### src/rtl/sample_grid_pkg.sv
// Shared constants and state type for the sample grid ping-pong bitmap buffer.
package sample_grid_pkg;

   localparam int GRID_W = 32;
   localparam int GRID_H = 32;
   localparam int IDX_W  = 5;
   localparam int CNT_W  = 11;

   // Flattened {row,col} cell index and full RAM address ({bank,row,col}).
   localparam int FLAT_W = 2 * IDX_W;
   localparam int ADDR_W = FLAT_W + 1;
   localparam int DEPTH  = 2 * GRID_W * GRID_H;

   localparam logic [FLAT_W-1:0] LAST_IDX = FLAT_W'(GRID_W * GRID_H - 1);

   typedef enum logic [1:0] {
      IDLE,
      FILL,
      SWAP
   } grid_state_t;

endpackage

### src/rtl/bitmap_dpram.sv
// Two-bank 1-bit bitmap store: one write port and one registered read port.
module bitmap_dpram
   import sample_grid_pkg::*;
(
   input  logic              clk,
   input  logic              reset_n,
   input  logic              we,
   input  logic [ADDR_W-1:0] wr_addr,
   input  logic              wr_data,
   input  logic              re,
   input  logic [ADDR_W-1:0] rd_addr,
   output logic              rd_data
);

   logic mem [DEPTH];

   // NOTE: the storage array has no reset so it maps onto block RAM; only the output register is reset.
   always_ff @(posedge clk) begin
      if (we) begin
         mem[wr_addr] <= wr_data;
      end
   end

   always_ff @(posedge clk) begin
      if (!reset_n) begin
         rd_data <= 1'b0;
      end else if (re) begin
         rd_data <= mem[rd_addr];
      end
   end

endmodule

### src/rtl/sample_grid_buffer.sv
// Collects raster-ordered 1-bit samples into a ping-pong bitmap and exposes
// the last completed frame, with its set-pixel count, to readers.
module sample_grid_buffer
   import sample_grid_pkg::*;
(
   input  logic             clk,
   input  logic             reset_n,
   input  logic             sof,
   input  logic             s_valid,
   input  logic             ipixel,
   input  logic [IDX_W-1:0] d_srow_cont,
   input  logic [IDX_W-1:0] d_scol_cont,
   input  logic             rd_en,
   input  logic [IDX_W-1:0] rd_row,
   input  logic [IDX_W-1:0] rd_col,
   output logic             rd_data,
   output logic             rd_valid,
   output logic             frame_ready,
   output logic             frame_drop,
   output logic             seq_err,
   output logic             rd_bank,
   output logic [CNT_W-1:0] pixel_count
);

   grid_state_t       state;
   grid_state_t       state_nxt;
   logic              wr_bank;
   logic [FLAT_W-1:0] exp_idx;
   logic [FLAT_W-1:0] idx;
   logic [CNT_W-1:0]  run_cnt;
   logic              wr_en;
   logic              seq_miss;

   assign idx = {d_srow_cont, d_scol_cont};

   // NOTE: every signal assigned here gets a default first so no latch is inferred.
   always_comb begin
      state_nxt = state;
      wr_en     = 1'b0;
      seq_miss  = 1'b0;
      if (sof) begin
         // A new frame always wins, including over a same-cycle final-cell write.
         state_nxt = FILL;
      end else begin
         case (state)
            IDLE: state_nxt = IDLE;
            FILL: begin
               if (s_valid) begin
                  if (idx == exp_idx) begin
                     wr_en = 1'b1;
                     if (idx == LAST_IDX) begin
                        state_nxt = SWAP;
                     end
                  end else begin
                     seq_miss = 1'b1;
                  end
               end
            end
            SWAP:    state_nxt = IDLE;
            default: state_nxt = IDLE;
         endcase
      end
   end

   assign frame_ready = (state == SWAP);

   // NOTE: all state below updates with non-blocking assignments so every process sees pre-edge values.
   always_ff @(posedge clk) begin
      if (!reset_n) begin
         state       <= IDLE;
         rd_bank     <= 1'b0;
         wr_bank     <= 1'b1;
         exp_idx     <= '0;
         run_cnt     <= '0;
         seq_err     <= 1'b0;
         frame_drop  <= 1'b0;
         pixel_count <= '0;
         rd_valid    <= 1'b0;
      end else begin
         state      <= state_nxt;
         rd_valid   <= rd_en;
         frame_drop <= sof && (state == FILL);

         if (state == SWAP) begin
            rd_bank     <= wr_bank;
            pixel_count <= run_cnt;
         end

         if (sof) begin
            // Aim the writer at whichever bank is not (or is about to stop being) displayed.
            wr_bank <= (state == SWAP) ? ~wr_bank : ~rd_bank;
            exp_idx <= '0;
            run_cnt <= '0;
            seq_err <= 1'b0;
         end else begin
            if (wr_en) begin
               if (exp_idx != LAST_IDX) begin
                  exp_idx <= exp_idx + FLAT_W'(1);
               end
               run_cnt <= run_cnt + {{(CNT_W-1){1'b0}}, ipixel};
            end
            if (seq_miss) begin
               seq_err <= 1'b1;
            end
         end
      end
   end

   bitmap_dpram u_ram (
      .clk     (clk),
      .reset_n (reset_n),
      .we      (wr_en),
      .wr_addr ({wr_bank, idx}),
      .wr_data (ipixel),
      .re      (rd_en),
      .rd_addr ({rd_bank, rd_row, rd_col}),
      .rd_data (rd_data)
   );

endmodule

### config.mk
export PLATFORM = sky130hd
export DESIGN_NAME = sample_grid_buffer
export DESIGN_NICKNAME = d
export VERILOG_FILES = /design/src/rtl/sample_grid_pkg.sv /design/src/rtl/bitmap_dpram.sv /design/src/rtl/sample_grid_buffer.sv
export SDC_FILE = /design/constraint.sdc
export NUM_CORES = 2
export LEC_CHECK = 0
export BUFFER_PORTS_ARGS = -buffer_cell sky130_fd_sc_hd__buf_2
export CELL_PAD_IN_SITES_DETAIL_PLACEMENT = 1
export CELL_PAD_IN_SITES_GLOBAL_PLACEMENT = 2
export CORE_ASPECT_RATIO = 1.5
export CORE_MARGIN = 1.5
export CORE_UTILIZATION = 45
export CTS_BUF_LIST = sky130_fd_sc_hd__clkbuf_4
export CTS_CLUSTER_DIAMETER = 120
export CTS_CLUSTER_SIZE = 24
export DETAILED_ROUTE_END_ITERATION = 12
export HOLD_SLACK_MARGIN = 0.05
export MAX_ROUTING_LAYER = met4
export PLACE_DENSITY = 0.83
export SLEW_MARGIN = 15
export SYNTH_ARGS = -nofsm -noshare
export SYNTH_HDL_FRONTEND = slang
export SYNTH_SLANG_ARGS = --single-unit
### constraint.sdc
create_clock -name clk -period 2.95 [get_ports clk]
set_input_delay 0.1475 -clock clk [delete_from_list [all_inputs] [get_ports clk]]
set_output_delay 0.1475 -clock clk [all_outputs]
set_load 0.02 [all_outputs]
== After elaboration in Yosys (flattened, before gate mapping) ==
Memories as Yosys holds them, arrays and structs flattened. A register that Yosys moved wholly into a read port is not among the register bits.
Cells that the tools add are included.
Operators by class
  equal/unequal tests: 8
  bitwise gates (word level): 4
  mux-type cells: 16
  reductions and logical operators: 7
  add/subtract/negate cells: 2
Operators with widths (number)
  $mux 1: 16
  $add 11x1->11: 1
  $add 10x1->10 const B: 1
  $eq 10x10->1: 1
  $eq 10x10->1 const B: 1
  $ne 10x10->1 const B: 1
  $ne 3x3->1 const B: 3
  $reduce_and 3->1: 2
  $not 1->1: 4
  $reduce_or 3->1: 1
  $eq 2x1->1 const B: 1
  $eq 2x2->1 const B: 1
  $reduce_and 2->1: 1
  $reduce_or 2->1: 1
  $logic_and 1x1->1: 1
  $logic_not 1->1: 1
Storage, ports and cells
  bits of input ports: 26
  word-level logic and storage cells: 48
  bits in writable memories: 2048
  memories kept: 1
  output and inout bits: 17
  flip-flop bits (word level): 39
Memory list
  u_ram.mem: depth 2048, width 1, read ports 1, clocked after Yosys merged registers in 1, write ports 1, RTL line bitmap_dpram.sv:15  | logic mem [DEPTH];

== Depth between registers and ports, before layout ==
  depth after elaboration: 7
  gate-level depth with buffers: 16
  mapped depth without buffers: 9

== Hierarchy ==
From an unflattened synthesis, not the netlist that was laid out.
Second synthesis, totals
  cell total of the unflattened synthesis: 6275
  area total of the unflattened synthesis: 90673.2 um^2
Modules (own cells, without submodules)
  bitmap_dpram: cells an instance 6054, sequential area each 61519.0 um^2, area each 88777.6 um^2, times used 1
  sample_grid_buffer: cells an instance 221, sequential area each 780.7 um^2, area each 1895.6 um^2, times used 1

== Worst setup path after synthesis ==
OpenSTA, ideal clock, no wires.
  path kind: input to register
  start: in rd_col[0]
  end: reg u_ram.rd_data, read port of u_ram.mem
  required time: 2831 ps
  stages: 13
  path buffers: 5
  arrival: 2487 ps
  library setup time: 119 ps
  slack: 344 ps
  cells stage by stage: buf_6 buf_8 buf_4 buf_4 buf_6 mux4_2 mux2i_1 nand2_1 a311oi_1 nand2_1 a31oi_1 a32oi_1 o221a_1
RTL lines
  start, declared: RTL line sample_grid_buffer.sv:15  | input logic [IDX_W-1:0] rd_col,
  end, declared: RTL line bitmap_dpram.sv:12  | output logic rd_data

== Worst setup path after layout ==
  start: reg exp_idx[8]
  end: mem u_ram.mem[697], enable pin
Between the ends
  word-level cells in the longest chain between the ends: 7
Ends and longest elaborated chain
  start, declared: RTL line sample_grid_buffer.sv:28  | logic [FLAT_W-1:0] exp_idx;
  start signal, assigned: RTL line sample_grid_buffer.sv:98  | exp_idx <= exp_idx + FLAT_W'(1);
  $eq 10x10->1: RTL line sample_grid_buffer.sv:49  | if (idx == exp_idx) begin
  $mux 1: RTL line sample_grid_buffer.sv:49
  $mux 1: RTL line sample_grid_buffer.sv:48  | if (s_valid) begin
  $mux 1: RTL line sample_grid_buffer.sv:45  | case (state)
  $mux 1: RTL line sample_grid_buffer.sv:41  | if (sof) begin
  $mux 1: RTL line bitmap_dpram.sv:19  | if (we) begin
  $mux 1 (not written as such): RTL line bitmap_dpram.sv:20  | mem[wr_addr] <= wr_data;
  end, declared: RTL line bitmap_dpram.sv:15
Every way passes these cells.

==> summary.md <==
| Metric | Value |
|---|---|
| Status | completed |
| Starting DRC count in detailed routing | between 6000 and 7000 |
| Core ar. | roughly 200000 sq um |
| Chip width | approximately 370 um |
| Die H | 551 um |
| Via/cell ratio | between 6 and 7 |
| Synth unique cells | 68 |
| Crit path launch | exp_idx[8] |
| Clk slew on worst S/H paths | approximately 0.24 ns |
| Die ar. | 203000 sq um |
| WS Path Type | flip-flop to flip-flop |
| Initial Util | between 40% and 50% |
| Most frequent cells in the layout | nor2_1, edfxtp_1, mux4_2, buf_4, nand2_1 |
| Sequential cell area fraction in the yosys report | between 60% and 70% |
| Worst-Skew Late Latency | between 1 and 1.5 ns |
| Vias in the first global route | about 57000 |
| Crit share post-route | between 90% and 100% |
| TritonRoute pass-1 iters | 8 |
| IO Pins | 43 |
| Min Tclk post-route | between 2 and 3 ns |
| Post-Layout Cell Count | about 9000 |
| Async SR Flop Fraction | 0% |
| Total GRT Usage | around 29% |
| Final setup skew | about 0.093 ns |
| Pins Over Slew Limit | 0 |
| # rows | about 200 |
| Synth warnings | 0 |
| Setup WS pre-CTS | -0.554 ns |
| Max-slew headroom | 2.92% |
| Layout cells sized above 1 | about a fifth |
| DR DRC count | 0 |
| Syn-to-layout area delta | 8.56% |
| Max Cap Violations | 0 |
| Crit-path max FO | 22 |
| Clock tree sinks | between 2000 and 2500 |
| Gr ovfl total | 0 |
| Power, Total | 46600 uW |
| First-pass GRT wire length | about 400000 um |
| Pwr per Cell Area | between 400 and 500 nW/um^2 |
| Gate Count Post-Synth | roughly 6200 |
| Hold Startpoint | rd_row[4] |
| Commonest non-fill, non-tap cell in the layout | nor2_1 |
| Max rail drop VDD | between 0.4 and 0.5 mV |
| Post-synth EDFFs | approximately 2000 |
| Setup TNS | 0 ns |
| CP arrival | approximately 3.8 ns |
| Worst hold slack | about 0.19 ns |
| Post-route ant nets | 0 |
| Top cell type by total area after synthesis | edfxtp_1 |
| CP Capture Type | flip-flop |
| Post-detail-place hpwl | 165000 um |
| Clk root buf | clkbuf_4 |
| Fin. Hold Viols | 0 |
| Hold Path Class | input port to flip-flop |
| Top_reg_cell synth | edfxtp_1 |
| Leakage power | between 0.02 and 0.03 uW |
| Syn avg cell area | ~14 sq um |
| Post-Syn Nets | about 6300 |
| Reg2reg start | exp_idx[8] |
| RSZ-0062 raised after global routing | no |
| PortBufs | 42 |
| TritonCTS Buffers | 96 |
| Fmax | about 350 MHz |
| Startpoint Class | flip-flop |
| Antenna violations before repair | 14 |
| Worst-case clock buffer depth | 3 |
| CTS tree | yes |
| Cell Area, Synth | 90200 sq um |
| Largest net degree at the start of global routing | between 300 and 400 |
| Dpl cells | slightly below 9000 |
| CTS H-Tree Depth | 3 |
| Yosys reg bits | between 2000 and 2500 |
| WL final | between 200000 and 300000 um |
| Crit path required time | between 3 and 4 ns |
| Post-CTS Setup Bufs | 0 |
| Final net count | 6327 |
| Worst-Margin Slew | around 1.5 ns |
| Share of the synthesized area in the top cell type | 68.2% |
| Routability congestion estimate from global placement | between 0.8 and 0.9 |
| Via count of the routed design | approximately 56000 |
| WL/cell | around 32 um |
| Final setup fails | 0 |
| Post-route setup slack | between 0.09 and 0.1 ns |
| Synth top area cells | edfxtp_1, mux4_2, nor2_1 |
layout make-up:
class	instances	area [sq um]
timing repair buffer	569	5890
sequential	2088	62300
tap	2639	3300
fill	19600	102000
clock inverter	3	11.3
multi-input combinational	3529	25300
antenna	19	47.5
clock buffer	138	1040
inverter	14	63.8
metrics by stage:
stage	util (%)	instance area [sq um]
3_5_place_dp	48.3	96400
6_report	49.1	98000
4_1_cts	49.0	97900
5_1_grt	49.0	97900
3_3_place_gp	48.3	96400
2_1_floorplan	-	90200
routing by layer:
layer | global-route usage, % | part of all wire (%) | vias to the layer above
met3 | 3.53 | 7.9 | 589
met1 | 34.9 | 36 | 29900
met5 | - | 0 | -
li1 | - | - | 22800
met4 | 11.7 | 4.6 | 0
met2 | 49.0 | 51 | 2632
repair_timing:
action | in CTS | in global routing
hold buffers | 37 | 0
gates resized for setup | 8 | 6
hold endpoints to repair | 4041 | 0
pin swaps | 0 | 1
endpoints found under the setup margin | 14 | 309
flip-flops by register name, summed over array words and instances (netlist names):
register       cells
seq_err            1
frame_drop         1
exp_idx           10
rd_valid           1
rd_bank            1
wr_bank            1
state              2
u_ram.rd_data      1
run_cnt           11
u_ram.mem       2048
pixel_count       11
cells by family after synthesis:
| group | after synthesis | share of synthesized area (%) |
|---|---|---|
| xor+xnor | 25 | 0.243 |
| buf+inv | 609 | 3.28 |
| compound gates | 316 | 2.42 |
| simple gates | 2532 | 11.0 |
| flops | 2088 | 69.0 |
| mux | 653 | 14.0 |
| fa+ha+maj | 3 | 0.0416 |
synth_stat cells, types with 23 or more instances:
library cell  number
mux2i_1          160
a21oi_1           66
nor2_1          2107
a211oi_1          23
o221ai_1          52
nor3_1            37
buf_2             57
nand3_1           26
mux4_2           472
clkbuf_1         453
dfxtp_1           40
o22ai_1           46
o21ai_0           31
edfxtp_1        2048
nand2_1          254
buf_4             30
path summary, 6_finish.rpt:
| path | end | slack (ns) | cells after the start |
|---|---|---|---|
| worst min register to register | pixel_count[9] | 0.45 | 2 |
| worst max register to register | u_ram.mem[697] | 0.09 | 9 |
| worst max-delay path | u_ram.mem[697] | 0.09 | 9 |
| worst min-delay path | u_ram.rd_data | 0.19 | 5 |
power by group:
| part | switching [uW] | leakage, uW | internal (uW) |
|---|---|---|---|
| Combinational | 2100 | 0.00996 | 1360 |
| Sequential | 6.87 | 0.0187 | 32500 |
| Clock | 8520 | 0.000648 | 2090 |
| Total | 10600 | 0.0293 | 36000 |
worst max-delay path: stages (launching register included):
cell      delay (ns)
dfxtp_1         0.39
xor2_1          0.18
nor4_2          0.34
nand4_1         0.22
nand2b_4        0.24
nor3b_2         0.26
buf_12          0.21
nand2_4         0.21
buf_12          0.29
nor2_1          0.17
Note: power is estimated with default switching activity, not from simulation.
